--- src/rtl/fir_bist_sequencer.sv ---
// BIST sequencer for the FIR: LFSR stimulus, valid/ready feed, MISR compaction, golden compare.
// Optional handshake timeout is enabled with `define FIR_BIST_TIMEOUT_EN.
module fir_bist_sequencer #(
    parameter int unsigned DATA_W         = 32,
    parameter int unsigned NUM_VECTORS    = 64,
    parameter int unsigned SETTLE_CYCLES  = 30,
    parameter logic [31:0] SEED           = 32'h0000_0001,
    parameter logic [31:0] GOLDEN_SIG     = 32'h0000_0000,
    parameter int unsigned TIMEOUT_CYCLES = 255
) (
    input  logic              clk,
    input  logic              rst,
    input  logic              start,
    output logic [DATA_W-1:0] fir_in_data,
    output logic              fir_in_valid,
    input  logic              fir_in_ready,
    input  logic [DATA_W-1:0] fir_out_data,
    input  logic              fir_out_valid,
    output logic              busy,
    output logic              done,
    output logic              pass,
    output logic              timeout,
    output logic [31:0]       signature,
    output logic [15:0]       vec_count
);

    typedef enum logic [2:0] {
        S_IDLE,
        S_LOAD,
        S_SETTLE,
        S_CHECK,
        S_DONE
    } state_t;

    localparam logic [15:0] VEC_LAST    = 16'(NUM_VECTORS - 1);
    localparam logic [15:0] SETTLE_LAST = 16'(SETTLE_CYCLES - 1);

    function automatic logic [31:0] step(input logic [31:0] x);
        return {x[30:0], x[31] ^ x[21] ^ x[1] ^ x[0]};
    endfunction

    state_t      state_q, state_d;
    logic [31:0] lfsr_q, lfsr_d;
    logic [31:0] misr_q, misr_d;
    logic [15:0] vec_q, vec_d;
    logic [15:0] settle_q, settle_d;
    logic        done_q, done_d;
    logic        pass_q, pass_d;
    logic        timeout_q, timeout_d;
    logic [DATA_W-1:0] in_word;
    logic [31:0]       out_word;
    logic              absorb;

    // Width adaptation between the 32-bit LFSR/MISR and the FIR sample width
    if (DATA_W == 32) begin : g_eq
        assign in_word  = lfsr_q;
        assign out_word = fir_out_data;
    end else if (DATA_W > 32) begin : g_wide
        assign in_word  = {{(DATA_W-32){1'b0}}, lfsr_q};
        assign out_word = fir_out_data[31:0];
    end else begin : g_narrow
        assign in_word  = lfsr_q[DATA_W-1:0];
        assign out_word = {{(32-DATA_W){1'b0}}, fir_out_data};
    end

`ifdef FIR_BIST_TIMEOUT_EN
    localparam logic [15:0] WAIT_LAST = 16'(TIMEOUT_CYCLES - 1);
    logic [15:0] wait_q, wait_d;

    always_ff @(posedge clk or posedge rst) begin
        if (rst) wait_q <= '0;
        else     wait_q <= wait_d;
    end
`else
    logic unused_timeout_cfg;
    assign unused_timeout_cfg = (TIMEOUT_CYCLES != 0);
`endif

    always_ff @(posedge clk or posedge rst) begin
        if (rst) begin
            state_q   <= S_IDLE;
            lfsr_q    <= SEED;
            misr_q    <= '0;
            vec_q     <= '0;
            settle_q  <= '0;
            done_q    <= 1'b0;
            pass_q    <= 1'b0;
            timeout_q <= 1'b0;
        end else begin
            state_q   <= state_d;
            lfsr_q    <= lfsr_d;
            misr_q    <= misr_d;
            vec_q     <= vec_d;
            settle_q  <= settle_d;
            done_q    <= done_d;
            pass_q    <= pass_d;
            timeout_q <= timeout_d;
        end
    end

    assign absorb = fir_out_valid &&
                    (state_q == S_LOAD || state_q == S_SETTLE || state_q == S_CHECK);

    always_comb begin
        state_d   = state_q;
        lfsr_d    = lfsr_q;
        misr_d    = misr_q;
        vec_d     = vec_q;
        settle_d  = settle_q;
        done_d    = done_q;
        pass_d    = pass_q;
        timeout_d = timeout_q;
`ifdef FIR_BIST_TIMEOUT_EN
        wait_d    = wait_q;
`endif
        if (absorb) misr_d = step(misr_q) ^ out_word;

        unique case (state_q)
            S_IDLE, S_DONE: begin
                if (start) begin
                    state_d   = S_LOAD;
                    lfsr_d    = SEED;
                    misr_d    = '0;
                    vec_d     = '0;
                    settle_d  = '0;
                    done_d    = 1'b0;
                    pass_d    = 1'b0;
                    timeout_d = 1'b0;
`ifdef FIR_BIST_TIMEOUT_EN
                    wait_d    = '0;
`endif
                end
            end
            S_LOAD: begin
                if (fir_in_ready) begin
                    state_d  = S_SETTLE;
                    settle_d = '0;
`ifdef FIR_BIST_TIMEOUT_EN
                    wait_d   = '0;
                end else if (wait_q == WAIT_LAST) begin
                    state_d   = S_DONE;
                    done_d    = 1'b1;
                    pass_d    = 1'b0;
                    timeout_d = 1'b1;
                end else begin
                    wait_d = wait_q + 16'd1;
`endif
                end
            end
            S_SETTLE: begin
                settle_d = settle_q + 16'd1;
                if (settle_q == SETTLE_LAST) begin
                    if (vec_q == VEC_LAST) begin
                        state_d = S_CHECK;
                    end else begin
                        state_d = S_LOAD;
                        lfsr_d  = step(lfsr_q);
                        vec_d   = vec_q + 16'd1;
                    end
                end
            end
            S_CHECK: begin
                // Compare against the signature including this cycle's absorb
                state_d = S_DONE;
                done_d  = 1'b1;
                pass_d  = (misr_d == GOLDEN_SIG);
            end
            default: state_d = S_IDLE;
        endcase
    end

    assign fir_in_valid = (state_q == S_LOAD);
    assign fir_in_data  = (state_q == S_LOAD) ? in_word : '0;
    assign busy         = (state_q == S_LOAD) || (state_q == S_SETTLE) ||
                          (state_q == S_CHECK);
    assign done         = done_q;
    assign pass         = pass_q;
    assign timeout      = timeout_q;
    assign signature    = misr_q;
    assign vec_count    = vec_q;

endmodule

--- config.mk ---
export PLATFORM = sky130hd
export DESIGN_NAME = fir_bist_sequencer
export DESIGN_NICKNAME = d
export VERILOG_FILES = /design/src/rtl/fir_bist_sequencer.sv
export SDC_FILE = /design/constraint.sdc
export NUM_CORES = 1
export LEC_CHECK = 0
export ABC_AREA = 1
export BUFFER_PORTS_ARGS = -buffer_cell sky130_fd_sc_hd__buf_2
export CELL_PAD_IN_SITES_DETAIL_PLACEMENT = 0
export CELL_PAD_IN_SITES_GLOBAL_PLACEMENT = 1
export CORE_MARGIN = 5
export CORE_UTILIZATION = 43
export DETAILED_ROUTE_END_ITERATION = 10
export PLACE_DENSITY = 0.95
export SYNTH_ARGS = -nofsm -noshare
export SYNTH_HDL_FRONTEND = slang
export SYNTH_SLANG_ARGS = --single-unit
--- constraint.sdc ---
create_clock -name clk -period 5.1 [get_ports clk]
set_clock_uncertainty 0.15 [all_clocks]
set_input_delay 1.02 -clock clk [delete_from_list [all_inputs] [get_ports clk]]
set_output_delay 1.02 -clock clk [all_outputs]
set_load 0.01 [all_outputs]
==> results of run 1 <==
## power groups by stage
stage	Sequential, mW	Clock (mW)	Combinational (mW)
6_report	1.14	0.687	1.50
5_1_grt	1.16	0.734	1.70
4_1_cts	1.14	0.704	1.53
3_5_place_dp	1.15	0	1.52
3_3_place_gp	1.15	0	1.52
2_1_floorplan	1.19	0	1.16
## cells in the mapped netlist, types with 2 or more instances
cell type  instances  area (µm²)
nand3_2           10         100
ha_1               3        37.5
nor4_1             6        37.5
o21ai_2           11        96.3
o21ai_0           15        75.1
a21oi_1           27         135
nand3_1           55         275
nand2_1          179         672
inv_1             86         323
buf_6              5        56.3
o21ai_1           38         190
nand4_1            4        25.0
nor2_4             2        22.5
nor2_1            95         357
inv_4              2        12.5
buf_2              7        35.0
xnor2_1            5        43.8
nor3_1            13        65.1
nor3_2             2        20.0
nor2_2             4        25.0
or2_2              2        12.5
xor2_1            41         359
buf_1              5        18.8
dfrtp_1          100        2500
nand3_4            4        70.1
clkbuf_1           5        18.8
inv_2              8        30.0
buf_4              6        45.0
## final cells by class
cell class,instances,area (µm²)
flip-flops and latches,101,2530
well taps,176,220
clock inverters,3,46.3
repair buffers,122,616
inverters,97,372
clock buffers,12,246
fillers,1296,6450
multi-input cells,526,2710
## registers in the layout (all words and copies together) (netlist names)
name / count
pass: 1
in_word: 32
settle_q: 16
done: 1
signature: 32
vec_count: 16
state_q: 3
## worst reg2reg max path, stage by stage, from the launching register on
cell,delay (ns)
dfrtp_1,0.46
inv_2,0.12
nand3_4,0.24
inv_4,0.26
nand2_1,0.23
nand3_4,0.21
inv_4,0.65
o21ai_0,0.26
o21ai_1,0.13
## stage by stage
step | area, µm² | power (mW) | setup WS [ns] | instances
6_report | 6740 | 3.33 | 2.16 | 1037
3_3_place_gp | 6440 | 2.67 | 2.07 | 1022
3_5_place_dp | 6440 | 2.67 | 2.01 | 1022
2_1_floorplan | 5780 | 2.34 | 1.28 | 752
4_1_cts | 6740 | 3.37 | 2.12 | 1037
5_1_grt | 6740 | 3.60 | 1.99 | 1037
## per-layer routing
metal / GRT usage [%] / routed length (µm) / vias to the layer above
met1: 24.0 / 6270 / 2319
li1: - / - / 2579
met2: 26.6 / 6140 / 143
met4: 5.17 / 162 / 0
met3: 3.90 / 906 / 13
met5: 0 / 0 / -
## placed cells by master, fill, tap and decap left out, drive strengths merged, types with 3 or more instances in the layout
| cell type | count |
|---|---|
| nor3 | 16 |
| nor4 | 6 |
| nand2 | 181 |
| xor2 | 41 |
| clkbuf | 12 |
| inv | 96 |
| nand4 | 5 |
| nand3 | 69 |
| dfrtp | 100 |
| a21oi | 27 |
| o21ai | 64 |
| nor2 | 101 |
| buf | 122 |
| ha | 3 |
| xnor2 | 5 |
## kinds of logic (layout without fill, tap and decap cells)
| logic type | count (synthesis) | count (layout) | synth area share (%) |
|---|---|---|---|
| fa+ha+maj | 3 | 3 | 0.650 |
| xor+xnor | 46 | 46 | 6.97 |
| buf+inv | 125 | 234 | 9.40 |
| flops | 101 | 101 | 43.8 |
| compound gates | 94 | 94 | 9.01 |
| other cells | 1 | 1 | 0.0649 |
| simple gates | 382 | 382 | 30.1 |
## path summary, 6_finish.rpt
kind	from	to	slack (ns)	depth (start not counted)
setup reg to reg	state_q[2]	in_word[0]	2.32	8
setup / recovery	state_q[2]	fir_in_data[4]	2.16	4
min in group asynchronous	rst	signature[3]	0.73	2
hold / removal	settle_q[3]	settle_q[3]	0.34	1
hold reg to reg	settle_q[3]	settle_q[3]	0.34	1
max in group asynchronous	rst	in_word[0]	3.10	3
==> summary by stage, run 1 <==
Global route
Entering global routing, the biggest net connects 83 pins. The number of global-route vias before repair is approximately 4700. The number of antenna violations at the first check in global routing is 0. Across every metal layer, demand over resource in global routing totals between 15 and 20%. The first global-routing pass estimated 22800 µm of wire. After global routing the overflow that remains totals 0.

Finish
For this run, the share of the core covered by cells in the final layout is approximately half. The ratio of cells with drive above 1 in the final layout is 21.7%. The number of antenna diodes is 0. The final layout contains about 900 nets. Relative to the synthesized area, the layout overhead comes to 16.6%.

STA
The clock period minus final worst setup slack is between 2 and 3 ns. The final-report hold violation count is 0. The portion of the clock cycle consumed by the worst path in the final layout is between 50% and 60%.

The worst-case hold slack is about 0.34 ns. In the final timing run, aggregate negative setup slack is 0 ns. The timing-limited maximum frequency is 340 MHz. The number of max-slew violations in the final report is 0. Setup repair after global routing left no endpoint under its margin. At the pin with the least slew margin, the transition time is roughly 1.1 ns. The worst slew slack as a fraction of its limit is around a quarter. Setup violations remaining at the end of the flow were counted as 0.

Yosys
The number of synthesis warnings is 0. The netlist uses 40 different library cells. For this run, the leading register cell type out of synthesis is dfrtp_1. A synthesized cell averages between 7 and 8 µm².

The post-synthesis sequential area ratio is 43.8%. The count of state elements after synthesis is just over 100. For this run, asynchronously set or reset flops after synthesis account for 100%.

The number of nets produced by synthesis is approximately 790. After technology mapping, the gate count stands at around 750. In this run, synthesis inferred 0 flip-flops with an integrated enable.

The total standard cell area after synthesis is between 5000 and 6000 µm².

Floorplanning
The initial cell density of the core is between 40% and 50%. The die width is roughly 130 µm. The floorplan step set the die height to roughly 130 µm. The floorplan step defined a core boundary enclosing approximately 13000 µm². The top-level port count is 122. The floorplan step defined a die boundary enclosing around 16000 µm². Row generation in the floorplan step produced 42 rows.

Power
The worst-case IR drop observed on VDD is around 230 µV. The clock network is responsible for 20.6% of the overall power. In this run switching power makes up ~45% of total power. The net switching power of the design is 1.51 mW. The sequential share of power is between 30% and 40%. The total internal power is 1.82 mW. The power density normalized to cell area is 495 nW/µm².

Of the total power, combinational logic draws between 40% and 50%. The standby leakage power is 3.41 nW.

Route
The final wirelength is ~13000 µm. Using the TritonRoute via totals, the vias-per-cell ratio works out to 4.87. The first-iteration detailed-routing DRC count is roughly 270.

The remaining antenna violation count after routing is 0. The DRC violation count after routing is 0. Detailed routing inserted a total of 5054 vias. For this run, the detailed router's first-pass iteration total came to 4. After detailed routing, the average wire length per cell comes to ~13 µm.

CTS
The insertion delay to the later sink of the worst-skew pair is about 0.35 ns. Counting every sink on the clock net gives about 100. Post-CTS repair changed the size of 0 cells.

CTS placed an instance of clkbuf_16 at the clock tree root. Buffers inserted to repair hold after CTS numbered 0. The total clock buffers created by CTS is 9.

The deepest level of the CTS H-tree is 3. The clock passes through at most 2 buffers. The clock transition at the registers of the reported paths is approximately 0.060 ns. The CTS tree is done. The number of setup buffers added after CTS is 0.

Setup path
For the worst setup path, the data arrival time is 1.77 ns. The critical path goes through inv_2, nand3_4, nor2_1, buf_2. The endpoint required time on the critical path is 3.93 ns.

Among all stages on the critical path, the largest delay is contributed by dfrtp_1. The path type of the worst setup path is reg -> out. STA classifies the critical path endpoint as a primary output. The delay contributed by the slowest stage of the critical path is ~0.45 ns. Among cell families on the critical path, the largest total delay comes from simple AND/OR/NAND/NOR gates. The worst-path maximum fanout is 35. The number of buffer and inverter stages on the critical path is 2. The startpoint class of the critical path is a register.

Run status
The run finished with clean final reports.

Flow run
The number of max-cap violations is 0.

Placed design
During placement, the flow inserted port buffers numbering between 100 and 150. Once detailed placement completed, the half-perimeter wirelength came to 9260 µm. At the end of routability-driven placement, the weighted congestion stood at just over 0.8.

Hold path
The class of the tightest hold or removal check is reg -> reg.
No activity file was read; power rests on OpenSTA's default activity.
==> inputs of run 2 (changes only) <==
--- a/config.mk
+++ b/config.mk
@@ -10,9 +10,9 @@
 export CELL_PAD_IN_SITES_DETAIL_PLACEMENT = 0
 export CELL_PAD_IN_SITES_GLOBAL_PLACEMENT = 1
 export CORE_MARGIN = 5
-export CORE_UTILIZATION = 43
+export CORE_UTILIZATION = 40
 export DETAILED_ROUTE_END_ITERATION = 10
-export PLACE_DENSITY = 0.95
+export PLACE_DENSITY = 0.91
 export SYNTH_ARGS = -nofsm -noshare
 export SYNTH_HDL_FRONTEND = slang
 export SYNTH_SLANG_ARGS = --single-unit
==> constraint.sdc (replaced) <==
create_clock -name clk -period 3.1 [get_ports clk]
set_clock_uncertainty 0.15 [all_clocks]
set_input_delay 0.62 -clock clk [delete_from_list [all_inputs] [get_ports clk]]
set_output_delay 0.62 -clock clk [all_outputs]
set_load 0.01 [all_outputs]
==> summary by stage, run 2 (synthesized netlist as in run 1, its figures left out) <==
Run status
The flow ran to the end, and the final reports show no timing, DRC or antenna violations.

CTS
The tree is rooted in a clkbuf_16. The total clock sinks is roughly 100. The post-cts gate resize count is 0.

The total clock buffers created by CTS is 9. The later pin in the worst-skew pair is clocked with a latency of 0.35 ns. The CTS tree is done.

The deepest level of the CTS H-tree is 3. After clock tree synthesis, the clock-pin slew on the worst setup and hold paths is 0.07 ns. The number of buffers added to fix hold violations after cts is 0. The clock passes through at most 2 buffers.

The post-CTS setup repair buffer count is 0.

Power
The total internal power is 2.99 mW. The part of the power in the clock network is between 20 and 25%. For this design the total switching power over the nets is between 2 and 2.5 mW.

VDD sags by at most roughly 400 µV. The relative contribution of combinational cells to total power is between 40% and 50%. The analysis attributes to cell leakage a power of ~3.4 nW.

The switching fraction of total power is ~45%. In this run the power density over the cells is 806 nW/µm². Per report_power, the sequential group accounts for 34.2% of the total.

Global route
The number of antenna violations at the first check in global routing is 0. The global-route usage over all layers is approximately 16%. The first-pass GRT wire length is 22600 µm. The maximum number of pins on one net before global-route repair is 102. The overall overflow remaining after global route is 0. The number of global-route vias before repair is 4728.

STA
The worst-case hold slack is approximately 0.27 ns. For this run, the top clock speed supported by timing is 391 MHz. Setup repair after global routing left no endpoint under its margin. In the final timing run, aggregate negative setup slack is 0 ns. Headroom to the max-slew limit came out at between 40% and 50%. The portion of the clock cycle consumed by the worst path in the final layout is about 83%.

The number of max-slew violations in the final report is 0. The final-report hold violation count is 0. The clock period minus final worst setup slack is around 2.6 ns. The setup-violating endpoint count in the final report is 0.

The transition time of the tightest slew-check pin is about 0.84 ns.

Route
The detail route stage leaves a number of antenna-violating nets equal to 0. The first-iteration detailed-routing DRC count is ~290. After detailed routing, the number of remaining DRC violations is 0. The pre-antenna-repair detailed-routing pass consisted of 4 iterations. The via-per-instance ratio is ~4.8. Summed over all layers, the routed wires come to about 13000 µm.

The detailed-route wire length per cell is roughly 13 µm. The total via count in the routed design is approximately 5000.

Floorplanning
The die is approximately 130 µm wide. The overall die height is around 130 µm. The floorplan step defined a core boundary enclosing approximately 14000 µm². The floorplan step defined a die boundary enclosing approximately 17000 µm². roughly 120 I/O pins were placed. The number of standard-cell rows in the floorplan is 44.

For this configuration, the core starts out at a cell density of between 40 and 50%.

Setup path
Together, buffers and inverters on the worst path number 3. The source of the worst register-to-register timing path is state_q[2]. The worst setup path is of the reg -> reg kind. The worst setup path is launched from a register. The largest single stage delay on the critical path is about 0.64 ns. Of all nets on the critical path, the largest fanout is 82. Data on the critical path is required at its endpoint by approximately 3.2 ns.

The critical path goes through inv_2, nand3_4, nand2_2, o21ai_1, inv_2, nand3_4, inv_4, o21ai_0, o21ai_1. The endpoint of the worst-slack reg-to-reg timing path is in_word[0]. Broken down by cell family, the worst path's largest delay share belongs to buffers and inverters. The worst setup path is captured at a register. The arrival time reported for the critical path endpoint is about 2.7 ns. The cell with the largest stage delay on the worst path is inv_4.

The worst register-to-register path has a depth of 9. For flop-to-flop paths, the worst setup slack is 0.54 ns.

Flow run
The tool flagged a number of max-cap violations equal to 0.

Placed design
After detailed placement, the design holds a cell count of about 1000. Port buffering added 120 buffers. The half-perimeter wire length after placement is roughly 9400 µm. At the end of routability-driven placement, the weighted congestion stood at 0.852.

Hold path
In this run the worst hold path is classified as in -> async.

Finish
In the final design database the tool counted 899 nets. Once layout is complete, the cells apart from fillers number ~1000. The number of antenna diodes in the final layout is 0.

Compared with the post-synthesis result, the final layout area differs by 17.3%. The ratio of cells with drive above 1 in the final layout is ~22%. The library cells used most frequently in the layout, excluding fill and tap cells, are nand2_1 (179), buf_2 (120), dfrtp_1 (100). The leading cell type in the layout, fill and taps excluded is nand2_1.
## run 2: power groups by stage
stage               sequential, mW  clock [mW]  combinational [mW]
detailed placement            1.90           0                2.50
global route                  1.91        1.21                2.84
CTS                           1.87        1.16                2.52
floorplan                     1.95           0                1.91
global placement              1.88           0                2.49
finish                        1.87        1.13                2.47
## run 2: stage by stage
step | total power [mW] | cell area [µm²] | utilization [%] | setup slack [ns]
3_5_place_dp | 4.40 | 6480 | 45.1 | 0.522
2_1_floorplan | 3.86 | 5780 | - | 1.13
4_1_cts | 5.55 | 6780 | 47.2 | 0.509
3_3_place_gp | 4.37 | 6480 | 45.1 | 0.597
5_1_grt | 5.96 | 6780 | 47.2 | 0.247
6_report | 5.46 | 6780 | 47.2 | 0.542
## run 2: worst max path at each step
| stage | end | cells past startpoint | start | slack (ns) |
|---|---|---|---|---|
| final | in_word[0] | 9 | state_q[2] | 0.54 |
| after CTS | in_word[0] | 9 | state_q[2] | 0.51 |
| after global routing | in_word[0] | 9 | state_q[2] | 0.25 |
| after floorplan | done | 1 | rst | 1.13 |
| after global placement | in_word[0] | 9 | state_q[2] | 0.60 |
| after detailed placement | in_word[0] | 9 | state_q[2] | 0.52 |
## run 2: metal layers
metal	track usage, %	vias to the layer above	part of all wire [%]
met5	0	-	0
met4	2.81	0	0.66
met3	4.26	6	6.7
met2	26.6	116	45
met1	22.4	2279	47
li1	-	2585	-
## run 2: worst reg2reg max path, stage by stage, from the launching register on
cell	delay, ns
dfrtp_1	0.45
inv_2	0.16
nand3_4	0.22
nand2_2	0.17
o21ai_1	0.09
inv_2	0.07
nand3_4	0.17
inv_4	0.64
o21ai_0	0.23
o21ai_1	0.12
## run 2: layout make-up
type                       count  area (µm²)
clock buffer                  10         229
clock inverter                 6        63.8
tap                          184         230
timing repair buffer         124         643
multi-input combinational    526        2710
inverter                      97         373
sequential                   101        2530
fill                        1462        7590
==> inputs of run 3 (changes only) <==
--- a/config.mk
+++ b/config.mk
@@ -10,9 +10,9 @@
 export CELL_PAD_IN_SITES_DETAIL_PLACEMENT = 0
 export CELL_PAD_IN_SITES_GLOBAL_PLACEMENT = 1
 export CORE_MARGIN = 5
-export CORE_UTILIZATION = 40
+export CORE_UTILIZATION = 36
 export DETAILED_ROUTE_END_ITERATION = 10
-export PLACE_DENSITY = 0.91
+export PLACE_DENSITY = 0.87
 export SYNTH_ARGS = -nofsm -noshare
 export SYNTH_HDL_FRONTEND = slang
 export SYNTH_SLANG_ARGS = --single-unit
==> constraint.sdc (replaced) <==
create_clock -name clk -period 2.15 [get_ports clk]
set_clock_uncertainty 0.15 [all_clocks]
set_input_delay 0.43 -clock clk [delete_from_list [all_inputs] [get_ports clk]]
set_output_delay 0.43 -clock clk [all_outputs]
set_load 0.01 [all_outputs]
==> summary by stage, run 3 (synthesized netlist as in run 1, its figures left out) <==
Run status
The run finished with clean final reports.

Placed design
Port buffering added 120 buffers. The area after detailed placement is approximately 6700 µm². The half-perimeter wire length after placement is between 10000 and 15000 µm.

At the end of routability-driven placement, the weighted congestion stood at between 0.8 and 0.9.

STA
Based on the critical path, the design can be clocked at up to between 400 and 500 MHz. For the pin with the worst max-slew slack, the measured transition is 0.616 ns. Setup violations remaining at the end of the flow were counted as 0.

The final critical path takes up between 90 and 100% of the cycle. The clock period minus final worst setup slack is approximately 2.1 ns. The number of max-slew violations in the final report is 0.

The final-report hold violation count is 0. The worst-case hold slack is 0.238 ns. The worst slew slack as a fraction of its limit is between 50 and 60%.

Floorplanning
Pin placement for this block handled roughly 120 I/O pins. The die covers around 19000 µm². The floorplan step set the die height to between 100 and 150 µm. Row generation in the floorplan step produced 46 rows. The die width is between 100 and 150 µm. The initial cell density of the core is between 30% and 40%.

The total area inside the core boundary comes to 15800 µm².

Global route
The number of global-route vias before repair is about 4900. The first-pass GRT wire length is 23600 µm. Global routing used 15.7% of the available tracks across all layers. The overall overflow remaining after global route is 0. The number of antenna violations at the first check in global routing is 0. Entering global routing, the biggest net connects between 50 and 60 pins.

Route
For this block, the routed nets add up to ~14000 µm of wire. The detailed-router iteration count before antenna repair is 5. In this run, the number of DRC markers left after iteration 0 of detailed routing was approximately 250. After detailed routing, the average wire length per cell comes to 13.0 µm. In the routed layout, each cell is associated on average with a via count of roughly 4.7. The detailed router placed slightly above 5000 vias in this run.

After detailed routing, the number of remaining DRC violations is 0. The remaining antenna violation count after routing is 0.

Finish
0 antenna diodes ended up in the layout. Once layout is done, the placed cells without fillers occupy 7060 µm². The layout overhead on the synthesized area is 22.3%. In the final layout, the share of cells above drive strength 1 is 24.3%. The leading cell type in the layout, fill and taps excluded is nand2_1.

The top cell types in the final layout, fill and taps aside, are nand2_1 (179), buf_2 (120), dfrtp_1 (98). In the final design database the tool counted 919 nets.

CTS
TritonCTS built the clock tree. CTS placed an instance of clkbuf_16 at the clock tree root. The total clock buffers created by CTS is 9.

At the later pin of the worst-skew pair, clock insertion delay measures 0.35 ns. The deepest level of the CTS H-tree is 3. The clock transition at the registers of the reported paths is about 0.07 ns. The total clock sinks is 101. In this run the deepest clock path goes through 2 buffers.

Power
In this run the static leakage power is 3.55 nW. The sum of internal, switching and leakage power is around 8.5 mW. Power spread over the standard cell area amounts to about 1200 nW/µm². The highest ir drop seen on vdd is 474 µV.

Setup path
The worst setup path is launched from a register. On the critical path the largest part of the delay comes from buffers and inverters. The nature of the critical path endpoint is a primary output. The signal on the critical path passes through inv_2, nand3_4, buf_12, nor2_1, buf_2. The arrival time reported for the critical path endpoint is roughly 1.5 ns.

The slowest stage of the critical path is the dfrtp_2 cell. The delay contributed by the slowest stage of the critical path is between 0.4 and 0.5 ns. The critical path in this run is classified as reg -> out.

For the worst setup path, the data required time is 1.57 ns. In this run the worst path has a maximum fanout of 33. The number of buffer and inverter stages on the critical path is 3.

Flow run
Across the run, the number of max-cap violations was 0.

Hold path
The class of the tightest hold or removal check is in -> reg.
-- run 3: cell count changes in the layout (fill, tap and decap cells not counted), sizes merged --
cell,before,now
clkinvlp,3,1
buf,124,143
clkbuf,10,11
inv,95,96
dlygate4sd3,0,1
-- run 3: per-stage QoR --
stage	setup slack (ns)	utilization [%]	cells	TNS, ns
3_5_place_dp	0.153	42.4	1081	0
6_report	0.0807	44.6	1100	0
3_3_place_gp	0.143	42.4	1081	0
5_1_grt	-0.000976	44.6	1100	-0.000976
4_1_cts	0.0108	44.5	1099	0
2_1_floorplan	0.339	-	752	0
-- run 3: worst paths after layout --
kind	startpoint	to	slack, ns	depth (start not counted)
max	state_q[1]	fir_in_data[6]	0.08	5
min	fir_out_data[5]	signature[5]	0.24	4
max reg2reg	state_q[2]	pass	0.19	12
min reg2reg	in_word[9]	in_word[10]	0.36	2
max in group asynchronous	rst	in_word[0]	0.70	4
min in group asynchronous	rst	signature[30]	0.49	3
-- run 3: worst register-to-register path, cell delays in order, from the launching register on --
cell	delay, ns
dfrtp_2	0.45
inv_2	0.09
buf_4	0.14
nand3_4	0.27
nand2_1	0.16
nand2_1	0.06
inv_1	0.07
nand2_1	0.06
nor2_1	0.12
nand2_1	0.07
nor2_1	0.12
nand3_1	0.08
nand2_1	0.06
-- run 3: layout make-up --
class	count	area (µm²)
repair buffers	144	871
inverters	97	375
clock buffers	11	243
clock inverters	5	57.6
well taps	216	270
flip-flops and latches	101	2530
multi-input cells	526	2720
fillers	1615	8760
-- run 3: metal layers --
metal | track usage, % | part of all wire (%)
met2 | 24.3 | 44
met1 | 22.0 | 48
met3 | 2.76 | 6.2
met5 | 0 | 0
met4 | 5.66 | 1.5
-- run 3: where the power goes --
| group | total, mW | leakage (nW) | internal [mW] | switching (mW) |
|---|---|---|---|---|
| clock | 1.68 | 0.150 | 0.938 | 0.740 |
| sequential | 2.70 | 1.37 | 2.29 | 0.405 |
| combinational | 4.13 | 2.03 | 1.52 | 2.61 |
-- run 3: what timing repair did --
| item | 4_1_cts | 5_1_grt |
|---|---|---|
| setup endpoints to repair | 33 | 37 |
| resized for setup | 3 | 6 |
| buffers inserted | 1 | 1 |
| pin swaps | 0 | 0 |
| endpoints found under the hold margin | 13 | 0 |
| hold buffers | 1 | 0 |
